**src/rtl/calc_cmd_scheduler.sv**
```systemverilog
// Keypad-to-calculator command scheduler: key FIFO, status handshake FSM,
// display digit capture, and error/timeout recovery with a core reset pulse.
module calc_cmd_scheduler #(
    parameter int          FIFO_DEPTH = 4,
    parameter int          TIMEOUT    = 1024,
    parameter logic [3:0]  IDLE_CMD   = 4'hD
) (
    input  logic                          clock,
    input  logic                          reset,
    input  logic                          key_valid,
    input  logic [3:0]                    key_code,
    output logic                          key_ready,
    input  logic                          clear,
    input  logic [1:0]                    calc_status,
    input  logic [3:0]                    calc_data,
    input  logic [3:0]                    calc_pos,
    output logic [3:0]                    calc_cmd,
    output logic                          calc_rst,
    output logic [31:0]                   disp,
    output logic                          disp_valid,
    output logic                          err,
    output logic [$clog2(FIFO_DEPTH):0]   fifo_count
);

    localparam int AW = $clog2(FIFO_DEPTH);
    localparam int CW = AW + 1;
    localparam int TW = $clog2(TIMEOUT + 1);

    localparam logic [1:0] ST_ERR   = 2'b00;
    localparam logic [1:0] ST_BUSY  = 2'b01;
    localparam logic [1:0] ST_READY = 2'b10;

    typedef enum logic [2:0] {
        S_IDLE,
        S_ISSUE,
        S_WAIT_READY,
        S_GAP,
        S_ERROR
    } state_t;

    state_t          state;
    logic [3:0]      fifo_mem [FIFO_DEPTH];
    logic [AW-1:0]   wr_ptr;
    logic [AW-1:0]   rd_ptr;
    logic [CW-1:0]   count;
    logic [3:0]      shadow [8];
    logic [31:0]     shadow_flat;
    logic [TW-1:0]   timer;
    logic            push;
    logic            pop;
    logic            timer_expired;

    assign key_ready     = (count < CW'(FIFO_DEPTH)) && (state != S_ERROR);
    assign fifo_count    = count;
    assign push          = key_valid && key_ready && !clear;
    assign pop           = (state == S_IDLE) && (count != '0) && (calc_status == ST_READY) && !clear;
    assign timer_expired = (timer == TW'(TIMEOUT - 1));

    always_comb begin
        shadow_flat = '0;
        for (int i = 0; i < 8; i++)
            shadow_flat[i*4 +: 4] = shadow[i];
    end

    // NOTE: FIFO storage is deliberately not reset; count and pointers alone define validity.
    always_ff @(posedge clock) begin
        if (push)
            fifo_mem[wr_ptr] <= key_code;
    end

    // Power-of-two depth lets the pointers wrap naturally.
    always_ff @(posedge clock) begin
        if (reset || clear || state == S_ERROR) begin
            wr_ptr <= '0;
            rd_ptr <= '0;
            count  <= '0;
        end else begin
            if (push)
                wr_ptr <= wr_ptr + AW'(1);
            if (pop)
                rd_ptr <= rd_ptr + AW'(1);
            count <= count + CW'(push) - CW'(pop);
        end
    end

    // NOTE: all state here uses non-blocking assignments so every branch sees pre-edge values.
    always_ff @(posedge clock) begin
        if (reset || clear) begin
            state      <= S_IDLE;
            calc_cmd   <= IDLE_CMD;
            calc_rst   <= clear && !reset;
            disp       <= '0;
            disp_valid <= 1'b0;
            err        <= 1'b0;
            timer      <= '0;
            for (int i = 0; i < 8; i++)
                shadow[i] <= '0;
        end else begin
            calc_rst   <= 1'b0;
            disp_valid <= 1'b0;
            case (state)
                S_IDLE: begin
                    calc_cmd <= IDLE_CMD;
                    if (pop) begin
                        calc_cmd <= fifo_mem[rd_ptr];
                        timer    <= '0;
                        state    <= S_ISSUE;
                    end
                end
                S_ISSUE: begin
                    if (calc_status == ST_ERR || (calc_status != ST_BUSY && timer_expired)) begin
                        err      <= 1'b1;
                        calc_cmd <= IDLE_CMD;
                        state    <= S_ERROR;
                    end else if (calc_status == ST_BUSY) begin
                        timer <= '0;
                        state <= S_WAIT_READY;
                    end else begin
                        timer <= timer + TW'(1);
                    end
                end
                S_WAIT_READY: begin
                    if (calc_status == ST_ERR || (calc_status != ST_READY && timer_expired)) begin
                        err      <= 1'b1;
                        calc_cmd <= IDLE_CMD;
                        state    <= S_ERROR;
                    end else if (calc_status == ST_READY) begin
                        disp       <= shadow_flat;
                        disp_valid <= 1'b1;
                        calc_cmd   <= IDLE_CMD;
                        state      <= S_GAP;
                    end else begin
                        if (calc_status == ST_BUSY && !calc_pos[3])
                            shadow[calc_pos[2:0]] <= calc_data;
                        timer <= timer + TW'(1);
                    end
                end
                S_GAP: begin
                    calc_cmd <= IDLE_CMD;
                    state    <= S_IDLE;
                end
                S_ERROR: begin
                    err      <= 1'b1;
                    calc_cmd <= IDLE_CMD;
                end
                default: begin
                    calc_cmd <= IDLE_CMD;
                    state    <= S_IDLE;
                end
            endcase
        end
    end

endmodule
```
**config.mk**
```make
export PLATFORM = sky130hd
export DESIGN_NAME = calc_cmd_scheduler
export DESIGN_NICKNAME = d
export VERILOG_FILES = /design/src/rtl/calc_cmd_scheduler.sv
export SDC_FILE = /design/constraint.sdc
export NUM_CORES = 1
export LEC_CHECK = 0
export ABC_AREA = 0
export BUFFER_PORTS_ARGS = -buffer_cell sky130_fd_sc_hd__buf_2
export CAP_MARGIN = 40
export CORE_MARGIN = 5
export CORE_UTILIZATION = 40
export CTS_BUF_LIST = sky130_fd_sc_hd__clkbuf_2 sky130_fd_sc_hd__clkbuf_4 sky130_fd_sc_hd__clkbuf_8
export CTS_CLUSTER_SIZE = 8
export DETAILED_ROUTE_END_ITERATION = 16
export PLACE_DENSITY_LB_ADDON = 0.1
export SLEW_MARGIN = 20
export SYNTH_ARGS = -nofsm -noshare
export SYNTH_HDL_FRONTEND = slang
export SYNTH_SLANG_ARGS = --single-unit
export TNS_END_PERCENT = 1
```
**constraint.sdc**
```tcl
create_clock -name clock -period 3.2 [get_ports clock]
set_clock_uncertainty 0.15 [all_clocks]
set_input_delay 0.64 -clock clock [delete_from_list [all_inputs] [get_ports clock]]
set_output_delay 0.64 -clock clock [all_outputs]
set_load 0.02 [all_outputs]
```
Yosys cells after proc, flatten, opt, wreduce, memory -nomap -nowiden. Memory sizes are Yosys's and may differ from the RTL's. A register that Yosys moved wholly into a read port is not among the register bits. Cells that the tools add are included.

Add/subtract/negate cells: 5. Order comparisons: 1. Eq/ne operators: 17. Muxes and demuxes: 36. Bitwise logic cells: 3. Reductions and logical operators: 29.

Operators by type and width (count): two-way mux 11 bit (5); case mux 11 bit (3 select lines) (1); two-way mux 4 bit (5); two-way mux 3 bit (6); two-way mux 1 bit (14); != test 2 bit, second input constant (7); case mux 3 bit (4 select lines) (1); case mux 4 bit (3 select lines) (1); adder 11 x 1 -> 11 bit, second input constant (1); == test 11 x 10 -> 1 bit, second input constant (1); logical AND 1 bit (10); != test 3 bit, second input constant (3); nonzero test 3 bit (3); AND reduction 3 bit (2); AND reduction 5 bit (1); adder 2 x 1 -> 2 bit, second input constant (2); logical OR 1 bit (4); two-way mux 2 bit (2); AND reduction 4 bit (1); OR reduction 4 bit (1); adder 3 x 1 -> 3 bit (1); == test 3 x 1 -> 1 bit, second input constant (1); == test 3 x 2 -> 1 bit, second input constant (1); == test 3 bit, second input constant (1); 12 further kinds (16).

Register bits: 28. Memory bits (writable): 48. Input bits: 18. Output and inout port bits: 43. Logic and storage cells: 102. Memories kept: 2.

Memories: shadow (words 8, width 4, read ports 8, clocked after Yosys merged registers in 8, wr ports 8, line 46) `logic [3:0] shadow [8];`; fifo_mem (words 4, width 4, read ports 1, clocked after Yosys merged registers in 1, wr ports 1, line 42) `logic [3:0] fifo_mem [FIFO_DEPTH];`.

Logic depth before layout (Yosys ltp).
Depth in word-level cells: 10. Mapped depth: 14. Depth with buffers taken out: 12.

Worst setup path before layout. No wires, ideal clock.

Kind: input-to-reg. From: input calc_status[0]. To: register count[2], in the netlist fifo_count[2]. Library setup time: 0.120 ns. Arrival time: 2.755 ns. Path slack: 0.175 ns. Stages: 13. Buffers on the path: 1. Cells stage by stage: buf_6 nand2b_1 or3_1 or2_2 inv_2 ha_1 inv_1 ha_1 inv_1 fa_1 xor2_1 xnor2_1 nor2_1.

Longest elaborated chain between the ends: 4.

Ends and longest elaborated chain: from (decl) (line 14) `input logic [1:0] calc_status,`; == test 2 bit (line 56) `assign pop = (state == S_IDLE) && (count != '0) && (calc_status == ST_READY) && !clear;`; logical AND 1 bit (2 in series) (line 56); subtractor 3 x 1 -> 3 bit (line 82) `count <= count + CW'(push) - CW'(pop);`; to (signal assigned) (line 82); to (decl) (line 45) `logic [CW-1:0] count;`.

No other way between the ends. A chain may end at the register's enable or synchronous reset.

Worst setup path in the final report.
From: register state[1]. To: register count[2], in the netlist fifo_count[2].

Longest elaborated chain between the ends: 6. Elaborated cells on any way between the ends: 12.

Ends and longest elaborated chain: from (decl) (line 41) `state_t state;`; from (signal assigned) (line 89) `state <= S_IDLE;`; from (signal assigned) (line 107) `state <= S_ISSUE;`; from (signal assigned) (line 114) `state <= S_ERROR;`; != test 3 bit (line 53) `assign key_ready = (count < CW'(FIFO_DEPTH)) && (state != S_ERROR);`; logical AND 1 bit (line 53); logical AND 1 bit (2 in series) (line 55) `assign push = key_valid && key_ready && !clear;`; adder 3 x 1 -> 3 bit (line 82); subtractor 3 x 1 -> 3 bit (line 82).

Several ways; a longest one is shown, not always the timed one.

==> metrics <==
clk root buf clkbuf_8; fillers 1094; global-route wire length before repair 15700 um; post-route antenna net violation count 0; min Tclk post-route 2.81 ns; row count 39; Max-Cap Viols 0; WHS 0.295 ns; most frequent cells in the layout nand2_1 (82), dfxtp_1 (62), buf_2 (60); syn avg cell area 10.5 sq um; Clk Latency, worst-skew pair 0.37 ns; layout cells sized above 1 23.2%; Syn Nets 462; flop and latch count out of synthesis 110; cells on worst reg2reg path 12; startpoint types flip-flop; # IOs 61; largest net degree at the start of global routing 42; routability cong. 0.823; vias per cell 5.07; Leakage Power 0.00192 uW; initial DRC count 190; register area share after synthesis 58.6%; crit path DAT 2.93 ns; Reg-to-Reg End fifo_count[2]; clk sink count 110; Die ar. 13700 sq um; Final Max Tran Viols 0; Ys Warns 0; worst-margin pin slew 0.669 ns; ys flop type dfxtp_1; Slew HR 55.0%; status finished clean; Synth area leaders edfxtp_1 (32%), dfxtp_1 (27%), nand2_1 (6.7%), a21oi_1 (4.6%), nor3_1 (2.2%); setup_tns 0 ns; # hold bufs at CTS 0; DR pass1 iterations 4; Clock transition at path regs 0.10 ns; Worst Path Max Fanout 12; total CTS buffers 9; Cell variety after synth 54; WHS Path Cells 2; antenna cells 0; Detailed Route WL 9620 um; drt wl/cell 15.1 um; initial antenna violation count 0; Max clock buf depth 2; RSZ-0062 raised after global routing false; Layout Nets 516; Cell Pwr Density 466 nW/um^2; number of buffers added on ports 60; critical path endpoint category flip-flop; Mapped Area 4570 sq um; Crit Path Class flip-flop to flip-flop; post-CTS setup buffers 0; EDFF count, synth 48; WP data required 3.32 ns; # setup viols final 0; via count 3232; Post-synth ARST share 0%; HP Start timer[10]; fin crit share 87.8%; CTS tree yes; H-tree levels 3; endpoints failing hold 0; FMAX 0.356 GHz; P&R area growth vs syn 13.5%; Hold Path Class flip-flop to flip-flop; reg-to-reg startpoint state[1]; Hold EP timer[10]; Synth top area share 31.5%; GR Overflow Total 0; vias in the first global route 3110; commonest non-fill, non-tap cell in the layout nand2_1; die span in y 117 um; Peak VDD IR 0.245 mV; number of remaining DRC errors 0; Initial Utilization 40.4%; Die W 117 um; gr usage total 14.9%; Synth Instances 436; Core Region 11300 sq um; hpwl dp 6690 um; Register-to-Register Setup Slack 0.39 ns; cts repair resizes 0; Yosys top cell by area edfxtp_1
kinds of logic (layout without fill, tap and decap cells):
family                     after synthesis  count (layout)  share of synthesized area, %
DFF                                    110             110                          58.6
xor gates and xnor gates                 5               5                         0.958
and+or+nand+nor                        187             187                          21.3
adders and majority gates                8               8                          2.35
buffers and inverters                   39              98                          3.72
AOI/OAI and AO/OA                       80              80                          10.4
muxes                                    7               7                          2.63
worst max-delay path: stages (launching register included):
cell and delay [ns]:
dfxtp_1 0.56, nor2_1 0.13, a21oi_1 0.19, and3b_1 0.33
inv_1 0.07, ha_1 0.29, inv_1 0.05, ha_1 0.13
inv_1 0.05, fa_1 0.37, xor2_1 0.17, xnor2_1 0.14
nor2_1 0.06
cell type report:
| type | instances | area, sq um | area share (%) |
|---|---|---|---|
| Clock buffer | 10 | 129 | 2.48 |
| Timing Repair Buffer | 69 | 368 | 7.09 |
| Inverter | 13 | 48.8 | 0.940 |
| Tap cell | 143 | 179 | 3.45 |
| Multi-Input combinational cell | 287 | 1720 | 33.2 |
| Sequential cell | 110 | 2680 | 51.7 |
| Clock inverter | 6 | 60.1 | 1.16 |
cell usage after synthesis, drive strengths merged (5+ instances only):
cell type and number:
nand2 82, dfxtp 62, edfxtp 48, a21oi 42, nor3 29, nor2 23
clkbuf 14, inv 13, buf 12, o21ai 12, nand3 9, nor4 9
ha 7, and2 5, nand2b 5
power by group:
| group | switching (uW) | total [uW] | internal, uW |
|---|---|---|---|
| Clock | 465 | 830 | 365 |
| Combinational | 69.5 | 99.7 | 30.2 |
| Sequential | 7.39 | 1490 | 1480 |
how the worst max path moves through the flow:
stage / from / endpoint / slack, ns / depth (start not counted)
finish: state[1] / fifo_count[2] / 0.39 / 12
floorplan: calc_status[0] / fifo_count[2] / 0.18 / 13
CTS: state[1] / fifo_count[2] / 0.37 / 12
global placement: calc_status[0] / fifo_count[2] / 0.13 / 13
global route: state[1] / fifo_count[2] / 0.16 / 12
detailed placement: calc_status[0] / fifo_count[2] / 0.06 / 13
layer usage:
metal	routed length, um	track usage [%]	vias up	part of all wire, %
met2	4700	25.2	69	49
met1	4330	18.6	1503	45
met3	507	3.80	7	5.3
met4	78	5.28	0	0.81
met5	0	0	-	0
li1	-	-	1653	-
state kept, by name (all words and copies together) (netlist names), named ones only:
name	count
disp	32
shadow	32
fifo_mem	16
timer	11
calc_cmd	4
fifo_count	3
state	3
rd_ptr	2
wr_ptr	2
calc_rst	1
disp_valid	1
err	1
through the flow:
step	total power, uW	setup slack [ns]	util (%)	area, sq um	instances
CTS	2450	0.375	45.9	5190	638
detailed placement	1620	0.0634	44.2	5000	622
global route	2520	0.155	45.9	5190	638
global placement	1620	0.131	44.2	5000	622
finish	2420	0.389	45.9	5190	638
floorplan	1580	0.175	-	4570	436
Power figures use the tool's default switching activity.
